File: src/rtl/uart_pkg.sv
// Shared UART definitions: receiver/transmitter state encoding and default bit period.
package uart_pkg;

    localparam int UART_CLKS_PER_BIT = 103;

    typedef enum logic [2:0] {
        IDLE  = 3'd0,
        START = 3'd1,
        DATA  = 3'd2,
        STOP  = 3'd3,
        BREAK = 3'd4
    } uart_state_e;

endpackage

File: src/rtl/sync_2ff.sv
// Two-flop synchroniser for asynchronous inputs, with a configurable reset value.
module sync_2ff #(
    parameter int               WIDTH   = 1,
    parameter logic [WIDTH-1:0] RST_VAL = {WIDTH{1'b1}}
) (
    input  logic             clk,
    input  logic             rst,
    input  logic [WIDTH-1:0] d,
    output logic [WIDTH-1:0] q
);

    logic [WIDTH-1:0] meta_r;

    // Metastability chain: first stage may go metastable, second stage is the clean output.
    always_ff @(posedge clk or posedge rst) begin
        if (rst) begin
            meta_r <= RST_VAL;
            q      <= RST_VAL;
        end else begin
            meta_r <= d;
            q      <= meta_r;
        end
    end

endmodule

File: src/rtl/uart_rx.sv
// 8N1 UART receiver: mid-bit sampling with a fixed clock-count bit period,
// parallel byte output with one-cycle valid / framing_error strobes.
module uart_rx
    import uart_pkg::*;
#(
    parameter int CLKS_PER_BIT = UART_CLKS_PER_BIT
) (
    input  logic       clk,
    input  logic       rst,
    input  logic       rx,
    output logic [7:0] data,
    output logic       valid,
    output logic       framing_error,
    output logic       busy
);

    localparam int CNT_W = $clog2(CLKS_PER_BIT);
    localparam logic [CNT_W-1:0] HALF_LAST = CNT_W'(CLKS_PER_BIT / 2 - 1);
    localparam logic [CNT_W-1:0] BIT_LAST  = CNT_W'(CLKS_PER_BIT - 1);

    logic             rx_s;
    uart_state_e      state_r, state_nx_s;
    logic [CNT_W-1:0] cnt_r, cnt_nx_s;
    logic [2:0]       idx_r, idx_nx_s;
    logic [7:0]       shift_r, shift_nx_s;
    logic [7:0]       data_nx_s;
    logic             valid_nx_s;
    logic             ferr_nx_s;

    sync_2ff #(
        .WIDTH   (1),
        .RST_VAL (1'b1)
    ) u_rx_sync (
        .clk (clk),
        .rst (rst),
        .d   (rx),
        .q   (rx_s)
    );

    // State, timing counter, shift register and registered outputs.
    always_ff @(posedge clk or posedge rst) begin
        if (rst) begin
            state_r       <= IDLE;
            cnt_r         <= '0;
            idx_r         <= 3'd0;
            shift_r       <= 8'h00;
            data          <= 8'h00;
            valid         <= 1'b0;
            framing_error <= 1'b0;
            busy          <= 1'b0;
        end else begin
            state_r       <= state_nx_s;
            cnt_r         <= cnt_nx_s;
            idx_r         <= idx_nx_s;
            shift_r       <= shift_nx_s;
            data          <= data_nx_s;
            valid         <= valid_nx_s;
            framing_error <= ferr_nx_s;
            busy          <= (state_nx_s != IDLE);
        end
    end

    // Next-state logic; strobes are decided here so they land on the sampling edge.
    always_comb begin
        state_nx_s = state_r;
        cnt_nx_s   = cnt_r;
        idx_nx_s   = idx_r;
        shift_nx_s = shift_r;
        data_nx_s  = data;
        valid_nx_s = 1'b0;
        ferr_nx_s  = 1'b0;

        case (state_r)
            IDLE: begin
                cnt_nx_s = '0;
                idx_nx_s = 3'd0;
                if (!rx_s) begin
                    state_nx_s = START;
                end else begin
                    state_nx_s = IDLE;
                end
            end
            START: begin
                if (cnt_r == HALF_LAST) begin
                    cnt_nx_s = '0;
                    // A line already back high at mid-start-bit was a glitch.
                    if (rx_s) begin
                        state_nx_s = IDLE;
                    end else begin
                        state_nx_s = DATA;
                    end
                end else begin
                    cnt_nx_s = cnt_r + CNT_W'(1);
                end
            end
            DATA: begin
                if (cnt_r == BIT_LAST) begin
                    cnt_nx_s   = '0;
                    shift_nx_s = {rx_s, shift_r[7:1]};
                    if (idx_r == 3'd7) begin
                        idx_nx_s   = 3'd0;
                        state_nx_s = STOP;
                    end else begin
                        idx_nx_s = idx_r + 3'd1;
                    end
                end else begin
                    cnt_nx_s = cnt_r + CNT_W'(1);
                end
            end
            STOP: begin
                if (cnt_r == BIT_LAST) begin
                    cnt_nx_s = '0;
                    if (rx_s) begin
                        data_nx_s  = shift_r;
                        valid_nx_s = 1'b1;
                        state_nx_s = IDLE;
                    end else begin
                        ferr_nx_s  = 1'b1;
                        state_nx_s = BREAK;
                    end
                end else begin
                    cnt_nx_s = cnt_r + CNT_W'(1);
                end
            end
            BREAK: begin
                cnt_nx_s = '0;
                if (rx_s) begin
                    state_nx_s = IDLE;
                end else begin
                    state_nx_s = BREAK;
                end
            end
            default: begin
                state_nx_s = IDLE;
                cnt_nx_s   = '0;
                idx_nx_s   = 3'd0;
            end
        endcase
    end

endmodule
File: config.mk
export PLATFORM = sky130hd
export DESIGN_NAME = uart_rx
export DESIGN_NICKNAME = d
export VERILOG_FILES = /design/src/rtl/uart_pkg.sv /design/src/rtl/sync_2ff.sv /design/src/rtl/uart_rx.sv
export SDC_FILE = /design/constraint.sdc
export NUM_CORES = 1
export LEC_CHECK = 0
export BUFFER_PORTS_ARGS = -buffer_cell sky130_fd_sc_hd__buf_2
export CAP_MARGIN = 20
export CORE_ASPECT_RATIO = 0.8
export CORE_MARGIN = 3
export CORE_UTILIZATION = 57
export DETAILED_ROUTE_END_ITERATION = 16
export GPL_TIMING_DRIVEN = 1
export PLACE_DENSITY = 0.74
export SLEW_MARGIN = 20
export SYNTH_ARGS = -nofsm -noshare
export SYNTH_HDL_FRONTEND = slang
export SYNTH_SLANG_ARGS = --single-unit
File: constraint.sdc
create_clock -name clk -period 1.9 [get_ports clk]
set_clock_uncertainty 0.05 [all_clocks]
set_input_delay 0.095 -clock clk [delete_from_list [all_inputs] [get_ports clk]]
set_output_delay 0.095 -clock clk [all_outputs]
set_load 0.02 [all_outputs]
# After elaboration in Yosys (flattened, before gate mapping)
# Index checks and enable logic that the tools add are counted.
# W data, S select, Z words.
[classes] order_cmp=0 n_eq_ne=8 mux=20 add_sub_neg=2 n_div=0 n_mul=0 reduce_logical=7 n_bitwise=1 shift=0
[ops] cell="$mux W3" count=7
[ops] cell="$pmux W3 S5" count=1
[ops] cell="$mux W7" count=2
[ops] cell="$pmux W7 S2" count=1
[ops] cell="$add A7 B1 Y7 const B" count=1
[ops] cell="$eq A7 B6 Y1 const B" count=1
[ops] cell="$eq A7 B7 Y1 const B" count=1
[ops] cell="$mux W1" count=7
[ops] cell="$eq A3 B2 Y1 const B" count=2
[ops] cell="$eq A3 B3 Y1 const B" count=2
[ops] cell="$pmux W3 S2" count=1
[ops] cell="$reduce_and A2 Y1" count=2
[ops] cell="$add A3 B1 Y3 const B" count=1
[ops] cell="$eq A3 B1 Y1 const B" count=1
[ops] cell="$logic_not A3 Y1" count=1
[ops] cell="$reduce_and A3 Y1" count=1
[ops] cell="$reduce_bool A3 Y1" count=1
[ops] cell="$reduce_or A3 Y1" count=1
[ops] cell="$mux W2" count=1
[ops] cell="$ne A2 B2 Y1 const B" count=1
[ops] cell="$reduce_or A2 Y1" count=1
[ops] cell="$not A1 Y1" count=1
[totals] out_inout_bits=11 romBits=0 latchBits=0 in_bits=3 wordCells=48 mem_bits_rw=0 regBits=34 memories=0

# Depth between registers and ports, before layout
# Gate-level depths: netlist of run 1.
[logic_depth] depth_word=5 ltp_mapped=6 mapped_depth_nobuf=6

# Cells and area by module
# From an unflattened synthesis of run 1, not the netlist that was laid out.
[hier_totals] hier_cells=121 hier_area_um2=1516.5
[by_module_without_submodules] mod="uart_rx" cells_each=118 area_each_um2=1460.2 seq_area_each_um2=800.8 instances=1
[by_module_without_submodules] mod="sync_2ff" cells_each=3 area_each_um2=56.3 seq_area_each_um2=52.6 instances=1

# Worst setup path after synthesis of run 1
# No wires, ideal clock.
[synth_path] path_type="flip-flop to flip-flop" start="reg cnt_r[0]" end="reg shift_r[0]" synth_period_minus_slack_ns=1.656 path_slack_ns=0.244 setup_ns=0.125 t_arrival_ns=1.482 stages_incl_launch_ff=7 required_time_ns=1.725 n_path_buf=0 cell_sequence="dfrtp_1 > inv_1 > ha_1 > and2b_1 > nand2_4 > nor3_4 > mux2_2"
[synth_between] elab_chain_cells=2
[synth_lines] item="start: declaration" line_no="uart_rx.sv:23" text="logic [CNT_W-1:0] cnt_r, cnt_nx_s;"
[synth_lines] item="start signal: assignment" line_no="uart_rx.sv:53" text="cnt_r <= cnt_nx_s;"
[synth_lines] item="$eq A7 B7 Y1" line_no="uart_rx.sv:97" text="if (cnt_r == BIT_LAST) begin"
[synth_lines] item="$reduce_and A2 Y1 (no source line)"
[synth_lines] item="end signal: assignment" line_no="uart_rx.sv:55" text="shift_r <= shift_nx_s;"
[synth_lines] item="end: declaration" line_no="uart_rx.sv:25" text="logic [7:0] shift_r, shift_nx_s;"
# No other way between the ends.
# A chain may end at the register's enable or synchronous reset.

# Worst setup path in the final report of run 1
# Ends and elaborated chain as after synthesis.

==> metrics, run 1 <==
setup TNS=0 ns; share of the synthesized area in the top cell type=around 53%; final non-filler cell area=roughly 0.0017 sq mm; WS Path Type=flip-flop to flip-flop; Top Family by Delay on Critical Path=simple AND/OR/NAND/NOR gates; Placed Instances=about 170; DP HPWL=between 1.5 and 2 mm; cell internal pwr=just over 0.9 mW; pre-CTS setup slack=~0.066 ns; VDD IR max=~0.00046 V; net switching power=between 0.2 and 0.3 mW; Slew Limit Fails=0; Hold Crit Start=u_rx_sync.meta_r$_DFF_PP1_; Async S/R FF share, synth=100%; I/O Buffers=13; CTS buffer count=5; Worst setup SP type=flip-flop; Antenna diodes=0; synthesized area per cell=approximately 12 sq um; Slowest Stage Delay on Critical Path=approximately 0.42 ns; Area after DPL=about 0.0016 sq mm; status=finished, final reports clean; Storage cell area=853 sq um; Worst Path Max Fanout=5; row cnt=16; drt total wl=roughly 2.5 mm; combinational fraction of design power=under 10%; cell area after synthesis=0.00151 sq mm; r2r startpoint=cnt_r[0]$_DFF_PP0_; Max clock buf depth=2; clock group share of total power=a little over a third; slowest stage cell, crit path=dfrtp_1; Die W=~64 um; CTS root buf=clkbuf_4; Filler Cells Inserted=between 150 and 200; Initial Util=60.8%; top-count cell post-synth=dfrtp_1; power per cell area=just under 700 mW/mm^2; Syn Inst Count=124; fin crit period=between 1.5 and 2 ns; Area growth, synth to finish=14.2%; Routed Antenna Nets=0; crit share post-route=a little over nine tenths; First DRT Iteration DRCs=43; routed len/inst=roughly 13 um; endpoints failing hold=0; Via density=roughly 5.3; Die Ht=roughly 52 um; gr usage total=between 10% and 20%; DRC=0; initial antenna violation count=0; pin count of the biggest net entering global routing=35; GR peak layer=met2; Max-slew headroom=73.2%; grt total ovfl=0; post-layout power=1.17 mW; htree depth=2; FMAX=approximately 550 MHz; number of synthesis warnings=0; CTS tree=done; clk_lat worst skew=between 0.3 and 0.4 ns; global-route wire length before repair=about 4.3 mm; CTS resizes=0; Buf/Inv on CP=2; number of synthesized flops with an enable pin=0; cell taking the most area after synthesis=dfrtp_1; clk slew on worst S/H paths=roughly 0.10 ns; Placeable Area=between 0.002 and 0.0025 sq mm; via count=slightly below 1k; Leakage Power=roughly 0.91 nW; largest cells by area after synthesis=dfrtp_1 53%, mux2_2 12%, dfstp_2 3.5%, ha_1 3.3%, nor2_1 3.2%; IO Pins=14; synthesis-stage register bit count=34; register area share after synthesis=approximately 57%; die area=around 0.0033 sq mm; top cells by count, synth=32 x dfrtp_1, 16 x mux2_2, 13 x nor2_1; vias in the first global route=approximately 940; Synthesized Nets=roughly 130; Sink Count=34; Finished Layout Cells=~190; Final WS setup=0.0913 ns; Sequential Power Share=62.2%; M1 GR Usage=23.3%; CP Cell Sequence=inv_1, ha_1, and2b_1, nand2_4, nor3_4, buf_4, mux2_2; switching part of the total power=22.4%; count of cell types in the netlist=38; gpl congestion=about 0.8; Worst Hold Class=flip-flop to flip-flop; Worst Setup SP=cnt_r[0]$_DFF_PP0_; final setup fails=0; area of the multi-input gates=between 600 and 700 sq um; Crit path required time=~2.1 ns; drt pass-1 iters=4; share of cells above drive strength 1=between 30% and 40%; nets@finish=around 160; met3 GRT Util=under 10%; Top FF cell, synth=dfrtp_1; GRT met2 Usage=roughly 26%; critical path capture point type=flip-flop; worst-margin pin slew=about 0.40 ns; max cap viols=0; CP arrival=about 2.0 ns
[through the flow]
step / utilization, % / hold WS [ns]
floorplan: - / 0.0495
global placement: 65.5 / 0.147
detailed placement: 65.5 / 0.152
CTS: 68.9 / 0.313
global route: 69.5 / 0.313
finish: 69.5 / 0.311
[metal layers]
metal  routed length (um)  vias to the layer above
li1                     -                      488
met1                 1220                      471
met2                 1090                       21
met3                  118                        6
met4                   46                        0
met5                    0                        -
[power by group through the flow]
stage	clock network (mW)	registers, mW	logic (mW)
6_report	0.423	0.730	0.0204
3_3_place_gp	0	0.744	0.0183
5_1_grt	0.474	0.730	0.0240
3_5_place_dp	0	0.744	0.0184
2_1_floorplan	0	0.741	0.0138
4_1_cts	0.440	0.730	0.0216
[state kept, by name, indices dropped and copies added (netlist names)]
| signal | cells |
|---|---|
| shift_r | 8 |
| state_r | 3 |
| data | 8 |
| u_rx_sync.q | 1 |
| cnt_r | 7 |
| busy | 1 |
| framing_error | 1 |
| valid | 1 |
| idx_r | 3 |
| u_rx_sync.meta_r | 1 |
[cell usage in the layout, fill, tap and decap left out, drive strengths merged, types with 2 or more instances in the layout]
cell         count
a21o             2
a21oi            2
a22oi            3
and4b            2
buf             17
clkbuf           6
dfrtp           32
dfstp            2
dlygate4sd3      2
ha               4
inv              7
mux2            16
nand2            3
nand2b           2
nand3            4
nor2            13
nor3             4
o21ai            8
xnor2            3
xor2             2
[path summary, 6_finish.rpt]
check | end | slack (ns) | cells after the start
worst max-delay path | shift_r[0]$_DFFE_PP0P_ | 0.09 | 7
min in group asynchronous | shift_r[4]$_DFFE_PP0P_ | 0.32 | 4
worst min register to register | u_rx_sync.q$_DFF_PP1_ | 0.31 | 0
worst max register to register | shift_r[0]$_DFFE_PP0P_ | 0.09 | 7
worst min-delay path | u_rx_sync.q$_DFF_PP1_ | 0.31 | 0
max in group asynchronous | u_rx_sync.q$_DFF_PP1_ | 1.15 | 4
[cell type report]
cell class / instances / area share (%)
well taps: 36 / 2.61
clock inverters: 2 / 0.726
repair buffers: 19 / 6.68
flip-flops and latches: 34 / 49.5
multi-input cells: 81 / 36.0
clock buffers: 6 / 2.98
inverters: 7 / 1.52
[cell families (layout without fill, tap and decap cells)]
kind of cell               Yosys count  count (layout)  synth area share, %
buffers and inverters                9              34                 2.40
and+or+nand+nor                     36              36                 14.5
xor gates and xnor gates             5               5                 2.90
muxes                               16              16                 11.9
DFF                                 34              34                 56.5
adders and majority gates            4               4                 3.31
AOI/OAI and AO/OA                   20              20                 8.45
[repair_timing]
| item | in CTS | in global routing |
|---|---|---|
| hold buffers | 2 | 0 |
| setup buffers | 0 | 2 |
| setup endpoints to repair | 0 | 8 |
| endpoints found under the hold margin | 33 | 0 |
[worst reg2reg max path: stages (launching register included)]
cell and delay, ns:
dfrtp_1 0.42, inv_1 0.07, ha_1 0.15, and2b_1 0.22, nand2_4 0.10, nor3_4 0.19, buf_4 0.17, mux2_2 0.34
Note: power is estimated with default switching activity, not from simulation.
==> inputs of run 2 (changes only) <==
- BUFFER_PORTS_ARGS: -buffer_cell sky130_fd_sc_hd__buf_2 -> default
- CORE_ASPECT_RATIO: 0.8 -> default
- CORE_UTILIZATION: 57 -> 59
- DONT_BUFFER_PORTS: default -> 1
- PLACE_DENSITY: 0.74 -> 0.72
==> metrics, run 2 (synthesized netlist as in run 1, its figures left out) <==
CP arrival=1.97 ns (was 2.00 ns); power per cell area=832 mW/mm^2 (was 681 mW/mm^2); clk slew on worst S/H paths=0.11 ns (was 0.10 ns); Slowest Stage Delay on Critical Path=0.43 ns (was 0.42 ns); commonest non-fill, non-tap cell in the layout=dfrtp_1 (unchanged); Storage cell area=853 sq um (unchanged); CP Cell Sequence=inv_1, ha_1, and2b_1, nand2_4, nor3_4, buf_12, mux2_2 (was inv_1, ha_1, and2b_1, nand2_4, nor3_4, buf_4, mux2_2); FMAX=557 MHz (was 553 MHz); Worst setup SP type=flip-flop (unchanged); Max clock buf depth=2 (unchanged); CTS root buf=clkbuf_4 (unchanged); clk_lat worst skew=0.34 ns (was 0.35 ns); initial antenna violation count=0 (unchanged); Leakage Power=0.857 nW (was 0.905 nW); Worst Setup SP=cnt_r[0]$_DFF_PP0_ (unchanged); drt pass-1 iters=4 (unchanged); global-route wire length before repair=4.36 mm (was 4.28 mm); IO Pins=14 (unchanged); commonest cells after routing, fill and taps aside=32 x dfrtp_1, 16 x mux2_2, 13 x nor2_1, 8 x o21ai_0, 7 x inv_1 (was 32 x dfrtp_1, 16 x mux2_2, 13 x nor2_1, 13 x buf_2, 8 x o21ai_0); setup TNS=0 ns (unchanged); grt total ovfl=0 (unchanged); Die Ht=56.6 um (was 52.0 um); pin count of the biggest net entering global routing=35 (unchanged); WS Path Type=flip-flop to flip-flop (unchanged); Area growth, synth to finish=12.3% (was 14.2%); Die W=56.6 um (was 63.6 um); r2r startpoint=cnt_r[0]$_DFF_PP0_ (unchanged); worst hold slack=0.220 ns (was 0.311 ns); First DRT Iteration DRCs=19 (was 43); Sink Count=34 (unchanged); status=finished, final reports clean (unchanged); gr usage total=18.1% (was 17.8%); share of cells above drive strength 1=26.7% (was 33.6%); via count=949 (was 986); vias in the first global route=988 (was 939); biggest regs=data x8, shift_r x8, cnt_r x7 (unchanged); critical path capture point type=flip-flop (unchanged); area of the multi-input gates=621 sq um (unchanged); Worst Path Max Fanout=8 (was 5); DRC=0 (unchanged); die area=0.00320 sq mm (was 0.00331 sq mm); VDD IR max=0.000987 V (was 0.000456 V); Initial Util=65.1% (was 60.8%); I/O Buffers=0 (was 13); gpl congestion=0.903 (was 0.816); RSZ-0062 raised after global routing=no; Via density=5.82 (was 5.33); CTS resizes=0 (unchanged); Top Family by Delay on Critical Path=simple AND/OR/NAND/NOR gates (unchanged); endpoints failing hold=0 (unchanged); Placeable Area=0.00232 sq mm (was 0.00248 sq mm); max cap viols=0 (unchanged); Crit path required time=2.07 ns (was 2.09 ns); Filler Cells Inserted=155 (was 196); CTS tree=done (unchanged); Slew Limit Fails=0 (unchanged); Routed Antenna Nets=0 (unchanged); worst-margin pin slew=0.401 ns (was 0.402 ns); CTS buffer count=5 (unchanged); Max-slew headroom=73.2% (about the same); fin crit period=1.80 ns (was 1.81 ns); DP HPWL=1.73 mm (was 1.77 mm); slowest stage cell, crit path=dfrtp_1 (unchanged); crit share post-route=94.5% (was 95.2%); row cnt=17 (was 16); htree depth=2 (unchanged); drt total wl=2.47 mm (about the same); routed len/inst=15.2 um (was 13.4 um); nets@finish=141 (was 155); final setup fails=0 (unchanged); Antenna diodes=0 (unchanged); Worst Hold Class=input pin to asynchronous set/reset pin (was flip-flop to flip-flop); Buf/Inv on CP=2 (unchanged)
[run 2: cell count changes in the layout (fill, tap and decap cells not counted), sizes merged]
cell / delta
bufinv: +2
clkbuf: -1
buf: -14
clkinvlp: -1
[run 2: tightest hold or removal path, cell delays in order]
cell           delay (ns)
dlygate4sd3_1        0.54
inv_1                0.05
buf_4                0.36
[run 2: repair_timing]
| item | in CTS | in global routing |
|---|---|---|
| hold endpoints to repair | 35 | 0 |
| endpoints found under the setup margin | 0 | 8 |
| hold buffers | 2 | 0 |
| setup buffers | 0 | 1 |
[run 2: stage by stage]
step | cell area (sq um) | utilization (%) | instances | setup slack, ns | power, mW
floorplan | 1510 | - | 124 | 0.244 | 0.755
global placement | 1550 | 66.9 | 152 | 0.125 | 0.760
detailed placement | 1550 | 66.9 | 152 | 0.0825 | 0.760
CTS | 1680 | 72.3 | 162 | 0.0661 | 1.42
global route | 1700 | 73.2 | 163 | 0.00864 | 1.46
finish | 1700 | 73.2 | 163 | 0.104 | 1.41
[run 2: layout make-up]
class	count	share of cell area, %
timing repair buffer	5	3.24
tap	28	2.06
clock buffer	5	2.21
inverter	7	1.55
sequential	34	50.3
clock inverter	3	4.06
multi-input combinational	81	36.6
[run 2: metal layers]
layer / wire [um] / GRT usage (%)
met5: 0 / 0
met4: 25 / 6.78
met3: 146 / 7.13
met2: 1180 / 27.6
met1: 1120 / 23.1
[run 2: worst paths after layout]
| path | endpoint | slack, ns | cells after the start |
|---|---|---|---|
| setup / recovery | shift_r[1]$_DFFE_PP0P_ | 0.10 | 7 |
| hold / removal | data[7]$_DFFE_PP0P_ | 0.22 | 3 |
| setup reg to reg | shift_r[1]$_DFFE_PP0P_ | 0.10 | 7 |
| hold reg to reg | u_rx_sync.q$_DFF_PP1_ | 0.31 | 0 |
| max in group asynchronous | u_rx_sync.meta_r$_DFF_PP1_ | 1.25 | 3 |
| min in group clk | u_rx_sync.meta_r$_DFF_PP1_ | 0.25 | 1 |
[run 2: where the power goes]
part	switching (mW)	internal, mW
Sequential	0.00276	0.727
Combinational	0.0139	0.00471
Clock	0.252	0.412
==> inputs of run 3 (changes only) <==
- clock period: 1.9 -> 1.7 ns (I/O delays scaled with it)
==> metrics, run 3 (synthesized netlist as in run 1, its figures left out) <==
status=complete, but fails checks (was finished, final reports clean); failing checks=setup timing; Max-slew headroom=71.9% (was 73.2%); Crit path required time=1.89 ns (was 2.07 ns); vias in the first global route=997 (was 988); worst-margin pin slew=0.422 ns (was 0.401 ns); FMAX=585 MHz (was 557 MHz); die area=0.00320 sq mm (unchanged); reg-to-reg endpoint=state_r[0]$_DFF_PP0_ (was shift_r[1]$_DFFE_PP0P_); Sink Count=34 (unchanged); VDD IR max=0.000791 V (was 0.000987 V); Sequential Power Share=56.3% (was 51.7%); IO Pins=14 (unchanged); gr usage total=17.7% (was 18.1%); pin count of the biggest net entering global routing=35 (unchanged); Worst Path Max Fanout=10 (was 8); CTS tree=done (unchanged); DP HPWL=1.72 mm (was 1.73 mm); CP arrival=1.90 ns (was 1.97 ns); Max clock buf depth=2 (unchanged); Placeable Area=0.00232 sq mm (unchanged); r2r startpoint=state_r[0]$_DFF_PP0_ (was cnt_r[0]$_DFF_PP0_); htree depth=2 (unchanged); I/O Buffers=0 (unchanged); Via density=6.04 (was 5.82); Initial Util=65.1% (unchanged); drt pass-1 iters=4 (unchanged); commonest cells after routing, fill and taps aside=31 x dfrtp_1, 13 x nor2_1, 9 x buf_4 (was 32 x dfrtp_1, 16 x mux2_2, 13 x nor2_1, 8 x o21ai_0, 7 x inv_1); net switching power=0.279 mW (was 0.268 mW); Final WS setup=-0.00977 ns (was 0.104 ns); critical path capture point type=flip-flop (unchanged); fin crit period=1.71 ns (was 1.80 ns); Antenna diodes=0 (unchanged); max cap viols=0 (unchanged); crit share post-route=101% (was 94.5%); Leakage Power=0.907 nW (was 0.857 nW); global-route wire length before repair=4.40 mm (was 4.36 mm); CTS root buf=clkbuf_4 (unchanged); endpoints failing hold=0 (unchanged); commonest non-fill, non-tap cell in the layout=dfrtp_1 (unchanged); drt total wl=2.69 mm (was 2.47 mm); area of the multi-input gates=678 sq um (was 621 sq um); worst hold slack=0.222 ns (was 0.220 ns); Area after DPL=0.00160 sq mm (was 0.00155 sq mm); switching part of the total power=19.3% (was 19.0%); pre-CTS setup slack=0.0469 ns (was 0.0825 ns); gpl congestion=0.895 (was 0.903); clock group share of total power=42.2% (was 47.0%); RSZ-0062 raised after global routing=yes (was no); Slew Limit Fails=0 (unchanged); reg2reg setup slack=-0.01 ns (was 0.10 ns); Die W=56.6 um (unchanged); DRC=0 (unchanged); First DRT Iteration DRCs=34 (was 19); routed len/inst=15.8 um (was 15.2 um); clk_lat worst skew=0.33 ns (was 0.34 ns); WS Path Type=flip-flop to flip-flop (unchanged); final non-filler cell area=0.00179 sq mm (was 0.00170 sq mm); Finished Core Util=77.1% (was 73.2%); Routed Antenna Nets=0 (unchanged); CTS buffer count=5 (unchanged); grt total ovfl=0 (unchanged); cell internal pwr=1.17 mW (was 1.14 mW); biggest regs=data x8, shift_r x8, cnt_r x7 (unchanged); final setup fails=1 (was 0); Worst setup SP type=flip-flop (unchanged); Filler Cells Inserted=130 (was 155); worst r2r path cells=4 (was 7); nets@finish=148 (was 141); Area growth, synth to finish=18.3% (was 12.3%); initial antenna violation count=0 (unchanged); power per cell area=810 mW/mm^2 (was 832 mW/mm^2); clk slew on worst S/H paths=0.11 ns (about the same); share of cells above drive strength 1=33.1% (was 26.7%); Storage cell area=855 sq um (was 853 sq um); row cnt=17 (unchanged); Die Ht=56.6 um (unchanged); Worst Hold Class=input pin to asynchronous set/reset pin (unchanged); via count=1026 (was 949); combinational fraction of design power=1.5% (was 1.3%)
==> run 3: what timing repair did <==
action	CTS	global route
buffers inserted	0	3
resized for setup	0	16
hold buffers	2	0
endpoints found under the hold margin	35	0
endpoints found under the setup margin	0	25
==> run 3: routing by layer <==
| metal | share of wire (%) | vias up | GRT usage [%] |
|---|---|---|---|
| li1 | - | 480 | - |
| met1 | 44 | 496 | 23.8 |
| met2 | 47 | 41 | 25.7 |
| met3 | 5.8 | 9 | 5.52 |
| met4 | 2.8 | 0 | 8.47 |
| met5 | 0 | - | 0 |
==> run 3: power by group through the flow <==
stage | Sequential [mW] | Clock, mW | Combinational [mW]
floorplan | 0.829 | 0 | 0.0155
finish | 0.816 | 0.611 | 0.0213
CTS | 0.815 | 0.620 | 0.0224
global placement | 0.831 | 0 | 0.0182
global route | 0.817 | 0.657 | 0.0250
detailed placement | 0.831 | 0 | 0.0188
==> run 3: critical path, cell delays in order (launching register included) <==
cell and delay [ns]:
dfrtp_1 0.62, inv_1 0.18, a211oi_1 0.39, a21oi_1 0.12, o21ai_0 0.25
==> run 3: through the flow <==
step	setup TNS, ns	power [mW]	cells
final	-0.00977	1.45	170
after detailed placement	0	0.850	157
after CTS	0	1.46	167
after global placement	0	0.849	157
after floorplan	0	0.844	124
after global routing	-0.947	1.50	170
==> run 3: how the worst max path moves through the flow <==
| stage | start | to | slack (ns) | cells past startpoint |
|---|---|---|---|---|
| 2_1_floorplan | cnt_r[0]$_DFF_PP0_ | shift_r[0]$_DFFE_PP0P_ | 0.04 | 6 |
| 3_5_place_dp | cnt_r[0]$_DFF_PP0_ | data[4]$_DFFE_PP0P_ | 0.05 | 6 |
| 4_1_cts | cnt_r[0]$_DFF_PP0_ | data[4]$_DFFE_PP0P_ | 0.02 | 6 |
| 6_report | state_r[0]$_DFF_PP0_ | state_r[0]$_DFF_PP0_ | -0.01 | 4 |
| 3_3_place_gp | cnt_r[0]$_DFF_PP0_ | data[5]$_DFFE_PP0P_ | 0.07 | 6 |
| 5_1_grt | state_r[0]$_DFF_PP0_ | state_r[0]$_DFF_PP0_ | -0.13 | 4 |
==> run 3: cell type report <==
cell class              instances  area share, %
well taps                      28           1.96
multi-input cells              81           38.0
inverters                       7           1.47
repair buffers                 12           6.02
clock inverters                 1           1.68
flip-flops and latches         34           47.8
clock buffers                   7           3.08
